<file path="src/rtl/seq_pkg.sv">
// rtl/seq_pkg.sv - shared constants and helpers for the sequential-circuits library
package seq_pkg;

   localparam logic CNT_UP   = 1'b1;
   localparam logic CNT_DOWN = 1'b0;

   // Values at or above the modulus saturate to the last legal count.
   function automatic int unsigned clamp_mod(input int unsigned value,
                                             input int unsigned modulus);
      return (value < modulus) ? value : modulus - 1;
   endfunction

endpackage

</file>
<file path="src/rtl/tff_cell.sv">
// rtl/tff_cell.sv - single T flip-flop with asynchronous active-low reset
module tff_cell (
   input  logic clk,
   input  logic reset,
   input  logic t,
   output logic q
);

   // Toggle on every rising edge where t is high; cleared while reset is low.
   always_ff @(posedge clk or negedge reset) begin
      if (!reset) begin
         q <= 1'b0;
      end else if (t) begin
         q <= ~q;
      end
   end

endmodule

</file>
<file path="src/rtl/tff_updown_counter.sv">
// rtl/tff_updown_counter.sv - modulo-N up/down counter built from T flip-flop cells
module tff_updown_counter
   import seq_pkg::*;
#(
   parameter int WIDTH   = 4,
   parameter int MODULUS = 2 ** WIDTH
) (
   input  logic             clk,
   input  logic             reset,
   input  logic             en,
   input  logic             up,
   input  logic             clear,
   input  logic             load,
   input  logic [WIDTH-1:0] load_val,
   output logic [WIDTH-1:0] count,
   output logic             tc,
   output logic             wrap
);

   localparam logic [WIDTH-1:0] MAX_CNT = WIDTH'(MODULUS - 1);

   if (WIDTH < 2 || WIDTH > 16) begin : g_bad_width
      $error("tff_updown_counter: WIDTH out of range");
   end
   if (MODULUS < 2 || MODULUS > 2 ** WIDTH) begin : g_bad_modulus
      $error("tff_updown_counter: MODULUS out of range");
   end

   logic [WIDTH-1:0] next_count;
   logic [WIDTH-1:0] load_clamped;
   logic [WIDTH-1:0] t;

   assign load_clamped = WIDTH'(clamp_mod(32'(load_val), MODULUS));

   // Prioritised next count: clear, then load, then enabled step, else hold.
   // An out-of-range count steps up to 0 and steps down by one.
   always_comb begin
      next_count = count;
      if (clear) begin
         next_count = '0;
      end else if (load) begin
         next_count = load_clamped;
      end else if (en) begin
         if (up == CNT_UP) begin
            next_count = (count >= MAX_CNT) ? '0 : count + WIDTH'(1);
         end else begin
            next_count = (count == '0) ? MAX_CNT : count - WIDTH'(1);
         end
      end
   end

   // Each cell flips exactly the bits that differ from the wanted next value.
   assign t = next_count ^ count;

   for (genvar i = 0; i < WIDTH; i++) begin : g_bit
      tff_cell u_cell (
         .clk   (clk),
         .reset (reset),
         .t     (t[i]),
         .q     (count[i])
      );
   end

   // Terminal count depends only on en, up and the current count.
   assign tc = en && ((up == CNT_UP) ? (count == MAX_CNT) : (count == '0));

   // One-cycle pulse after an edge that actually wrapped (clear/load suppress it).
   always_ff @(posedge clk or negedge reset) begin
      if (!reset) begin
         wrap <= 1'b0;
      end else begin
         wrap <= tc && !clear && !load;
      end
   end

endmodule

</file>
<file path="config.mk">
export PLATFORM = sky130hd
export DESIGN_NAME = tff_updown_counter
export DESIGN_NICKNAME = d
export VERILOG_FILES = /design/src/rtl/seq_pkg.sv /design/src/rtl/tff_cell.sv /design/src/rtl/tff_updown_counter.sv
export SDC_FILE = /design/constraint.sdc
export NUM_CORES = 1
export LEC_CHECK = 0
export ABC_AREA = 1
export CORE_AREA = 2 2 39 41
export CTS_CLUSTER_DIAMETER = 200
export DETAILED_ROUTE_END_ITERATION = 10
export DIE_AREA = 0 0 41 43
export PLACE_DENSITY = 0.71
export SYNTH_ARGS = -nofsm -noshare
export SYNTH_HDL_FRONTEND = slang
export SYNTH_HIERARCHICAL = 1
export SYNTH_SLANG_ARGS = --single-unit
</file>
<file path="constraint.sdc">
create_clock -name clk -period 4.6 [get_ports clk]
set_input_delay 1.38 -clock clk [delete_from_list [all_inputs] [get_ports clk]]
set_output_delay 1.38 -clock clk [all_outputs]
set_load 0.01 [all_outputs]
</file>
After elaboration in Yosys (flattened, before gate mapping)
Cells that the tools add are included.
{"block": "op_classes", "n_addsub": 2, "order_cmp": 1, "n_eq_ne": 1, "mux": 7, "bitwise": 5, "reduce_logical": 6}
{"cell": "$mux W4", "n": 6}
{"cell": "$add A4 B1 Y4 const B", "n": 1}
{"cell": "$eq A4 B4 Y1 const B", "n": 1}
{"cell": "$ge A4 B4 Y1 const B", "n": 1}
{"cell": "$logic_not A4 Y1", "n": 1}
{"cell": "$not A1 Y1", "n": 4}
{"cell": "$sub A4 B1 Y4 const B", "n": 1}
{"cell": "$xor A4 B4 Y4", "n": 1}
{"cell": "$logic_and A1 B1 Y1", "n": 3}
{"cell": "$logic_not A1 Y1", "n": 2}
{"cell": "$mux W1", "n": 1}
{"block": "totals", "register_bits": 5, "input_bits": 10, "output_inout_bits": 6, "word_cells": 27}

Logic depth before layout (Yosys ltp)
{"block": "depth", "word_depth": 7, "depth_mapped": 14, "mapped_depth_nobuf": 13}

Cells and area by module
Netlist, hierarchy kept.
{"mod": "tff_updown_counter", "n_inst": 1, "cells_each": 62, "area_per_inst_um2": 367.9}
{"mod": "tff_cell", "n_inst": 4, "cells_each": 6, "area_per_inst_um2": 43.8}

Least setup slack after synthesis
No wires, ideal clock.
{"block": "synth_timing", "path_kind": "input-to-output", "start": "in up", "end": "out tc", "arrival_ns": 1.665, "path_slack_ns": 1.555, "stages": 3, "path_buffers": 0, "path_cell_list": "o21ai_1 > nand2_1 > nor2_1"}
{"block": "synth_between", "elab_chain_len": 2}
{"item": "start, declared", "line": "tff_updown_counter.sv:11", "text": "input logic up,"}
{"item": "$mux W1", "line": "tff_updown_counter.sv:65", "text": "assign tc = en && ((up == CNT_UP) ? (count == MAX_CNT) : (count == '0));"}
{"item": "$logic_and A1 B1 Y1", "line": "tff_updown_counter.sv:65"}
{"item": "end, declared", "line": "tff_updown_counter.sv:16", "text": "output logic tc,"}
Every way passes these cells.

Worst setup path in the final report
Same ends and word-level chain as after synthesis.

==> metrics.md <==
| Metric | Value |
|---|---|
| Run status | `completed` |
| GRT Overall Usage | `between 10% and 20%` |
| Crit path kind | `in2out` |
| Critical-path top delay cell | `clkdlybuf4s50_1` |
| Peak supply drop | `between 200 and 300 uV` |
| Total gr overflow | `0` |
| CTS tree | `yes` |
| Critical Path AT | `around 2.7 ns` |
| Max Clock Freq | `between 200 and 250 MHz` |
| Critical Path Start Type | `input port` |
| Worst Reg2Reg Path Length in Cells | `9` |
| Number of global-route vias before repair | `around 530` |
| Cell count after synthesis | `86` |
| Max-slew violations | `0` |
| Final Core Density | `52.6%` |
| Min-delay src | `g_bit[0].u_cell/q$_DFFE_PN0P_` |
| Nets | `about 120` |
| CP Data Required Time | `3.22 ns` |
| Clock Latency Late Sink | `about 0.24 ns` |
| Layout area overhead | `34.1%` |
| Initial antenna violation count | `0` |
| DRC violations left | `0` |
| FP Rows | `14` |
| Register area share after synthesis | `around 23%` |
| Root buf cell | `clkbuf_4` |
| Internal Pwr Total | `around 0.22 mW` |
| Top delay family on crit path | `buffers and inverters` |
| Buffers on Ports | `15` |
| Diodes inserted | `0` |
| Power density of the placed cells | `572 nW/um^2` |
| Maximum number of buffers from clock root to sink | `2` |
| Mean Syn Cell Area | `6.31 sq um` |
| Ports | `16` |
| Setup TNS | `0 ns` |
| First DRT Iteration DRCs | `17` |
| DR pass1 iterations | `4` |
| First-pass GRT wire length | `between 2 and 2.5 mm` |
| Sw frac | `a little under half` |
| Clk slew on worst S/H paths | `approximately 0.040 ns` |
| Final Hold Vio Count | `0` |
| Least-Margin Pin Slew | `about 0.45 ns` |
| CP Buf/Inv Count | `2` |
| Crit. End Element | `primary output` |
| WHS Endpoint | `g_bit[0].u_cell/q$_DFFE_PN0P_` |
| Final setup fails | `0` |
| Final cycle utilization of the critical path | `about nine tenths` |
| Clock power frac | `12.0%` |
| Critical Path, Cell by Cell | `clkdlybuf4s50_1, o21ai_1, nand2_1, nor2_1, clkdlybuf4s50_1` |
| Logic gate share of total power | `slightly above 60%` |
| CTS Hold Buffers Added | `0` |
| Routed WL per cell | `about 9.9 microns` |
| CTS Buf Count | `3` |
| Leak | `roughly 0.38 nW` |
| Die footprint | `between 1500 and 2000 sq um` |
| Post-Synthesis Cell Area | `approximately 540 sq um` |
| Placer Congestion | `0.801` |
| Fin Clk Skew | `between 0.0005 and 0.0006 ns` |
| Die height | `~43 microns` |
| RSZ-0062 raised after global routing | `no` |
| Hold depth | `2` |
| Die width | `between 40 and 50 microns` |
| Max-Cap Viols | `0` |
| Yosys warnings | `6` |
| Synth unique cells | `22` |
| Core ar. | `approximately 1400 sq um` |
| Initial core utilization | `approximately two fifths` |
| DRT antenna net count | `0` |
| Hold Path Class | `reg2reg` |
| Vias per cell | `~4.7` |
| R2r endpoint | `g_bit[1].u_cell/q$_DFFE_PN0P_` |
| Crit-path most repeated cell | `clkdlybuf4s50_1` |
| Reg-to-reg startpoint | `g_bit[0].u_cell/q$_DFFE_PN0P_` |
| Flop2flop setup slack | `approximately 2.8 ns` |
| Post-synth net total | `a little under 100` |
| Hpwl dp | `roughly 980 microns` |
| Seq pwr share | `a little over a quarter` |
| Routed WL | `1.19 mm` |
| Crit path max fanout | `5` |
| Fill cells | `146` |
| Synthesized flop and latch total | `5` |
| Post-layout min period | `between 4 and 5 ns` |
| Normalized max-slew margin | `roughly 70%` |
| Vias | `567` |
| Fraction of layout cells with a size suffix above 1 | `under 10%` |
| Post-CTS setup buffer count | `0` |
| CP peak stage delay | `0.54 ns` |
| Switching Power | `~0.19 mW` |
| Resized cells post-CTS | `0` |
| Total clock sinks | `5` |
| Largest net degree at the start of global routing | `14` |
| H-tree depth | `1` |
## power groups by stage
stage / Sequential (mW) / Combinational, mW / Clock (mW)
2_1_floorplan: 0.102 / 0.190 / 0
3_3_place_gp: 0.112 / 0.250 / 0
3_5_place_dp: 0.112 / 0.255 / 0
4_1_cts: 0.112 / 0.258 / 0.0526
5_1_grt: 0.118 / 0.294 / 0.0564
6_report: 0.112 / 0.255 / 0.0501
## flip-flops by register name (all words and copies together) (netlist names)
register and cells:
g_bit.u_cell/q 4, wrap 1
## tightest hold or removal path: cells and delay by family, from the launching register on
| kind | cells | cell delay, ns |
|---|---|---|
| simple gates | 2 | 0.12 |
| flops | 1 | 0.44 |
## per-layer routing
layer / part of all wire, % / global-route usage, % / vias up
met5: 0 / 0 / -
met4: 0 / 4.00 / 0
met3: 1.9 / 4.71 / 0
met2: 54 / 28.4 / 6
met1: 44 / 22.0 / 257
li1: - / - / 304
## synth_stat cells
library cell  instances  area [sq um]
nand4_1               1          6.26
nand2_2               1          6.26
inv_1                12          45.0
nand3_1               7          35.0
a21oi_4               1          16.3
xnor2_1               1          8.76
nor2_1                6          22.5
nor2_2                2          12.5
a31oi_1               1          6.26
xor2_1                2          17.5
bufinv_8              1          17.5
o21ai_1               2          10.0
nand2_1              31           116
nand3b_1              1          7.51
nor3_1                1          5.00
a21oi_1               3          15.0
buf_6                 1          11.3
ha_1                  3          37.5
inv_2                 2          7.51
o32ai_1               1          8.76
dfrtp_1               5           125
o21ai_0               1          5.00
## layout by cell type (no fill, tap or decap)
cell type | netlist | routed
xor2_1 | 2 | 2
o21ai_1 | 2 | 2
dfrtp_1 | 5 | 5
bufinv_8 | 1 | 1
o21ai_0 | 1 | 1
inv_1 | 12 | 12
nor3_1 | 1 | 1
nand3b_1 | 1 | 1
nand4_1 | 1 | 1
clkbuf_1 | 0 | 1
clkdlybuf4s50_1 | 0 | 15
o32ai_1 | 1 | 1
a21oi_1 | 3 | 3
nand3_1 | 7 | 7
a21oi_4 | 1 | 1
nand2_1 | 31 | 31
inv_2 | 2 | 2
xnor2_1 | 1 | 1
nor2_2 | 2 | 2
a31oi_1 | 1 | 1
nand2_2 | 1 | 1
nor2_1 | 6 | 6
clkbuf_4 | 0 | 3
ha_1 | 3 | 3
## per-stage QoR
stage | hold slack [ns] | total power [mW] | std cells | area (sq um) | worst slack (ns)
final | 0.587 | 0.417 | 120 | 728 | 0.506
after CTS | 0.594 | 0.422 | 120 | 728 | 0.502
after floorplan | 0.556 | 0.292 | 86 | 543 | 1.55
after global routing | 0.663 | 0.468 | 120 | 728 | 0.417
after detailed placement | 0.586 | 0.367 | 116 | 702 | 0.505
after global placement | 0.578 | 0.362 | 116 | 702 | 0.510
## final cells by class
| class | instances | area [sq um] | share of cell area [%] |
|---|---|---|---|
| multi-input combinational | 65 | 337 | 46.2 |
| timing repair buffer | 15 | 150 | 20.6 |
| sequential | 5 | 125 | 17.2 |
| inverter | 15 | 70.1 | 9.62 |
| clock buffer | 4 | 26.3 | 3.61 |
| tap | 16 | 20.0 | 2.75 |
## worst max-delay path by stage
stage / startpoint / depth (start not counted) / slack, ns / end
final: up / 5 / 0.51 / tc
after global routing: up / 5 / 0.42 / tc
after CTS: up / 5 / 0.50 / tc
after detailed placement: up / 5 / 0.51 / tc
after global placement: up / 5 / 0.51 / tc
after floorplan: up / 3 / 1.55 / tc
## kinds of logic (layout without fill, tap and decap cells)
family | after synthesis | in the layout | synth area share, %
XOR/XNOR | 3 | 3 | 4.84
adder cells (fa/ha/maj) | 3 | 3 | 6.91
flip-flops | 5 | 5 | 23.0
AND/OR/NAND/NOR | 50 | 50 | 38.9
buffers and inverters | 16 | 34 | 15.0
AO/OA/AOI/OAI | 9 | 9 | 11.3
No activity file was read; power rests on OpenSTA's default activity.
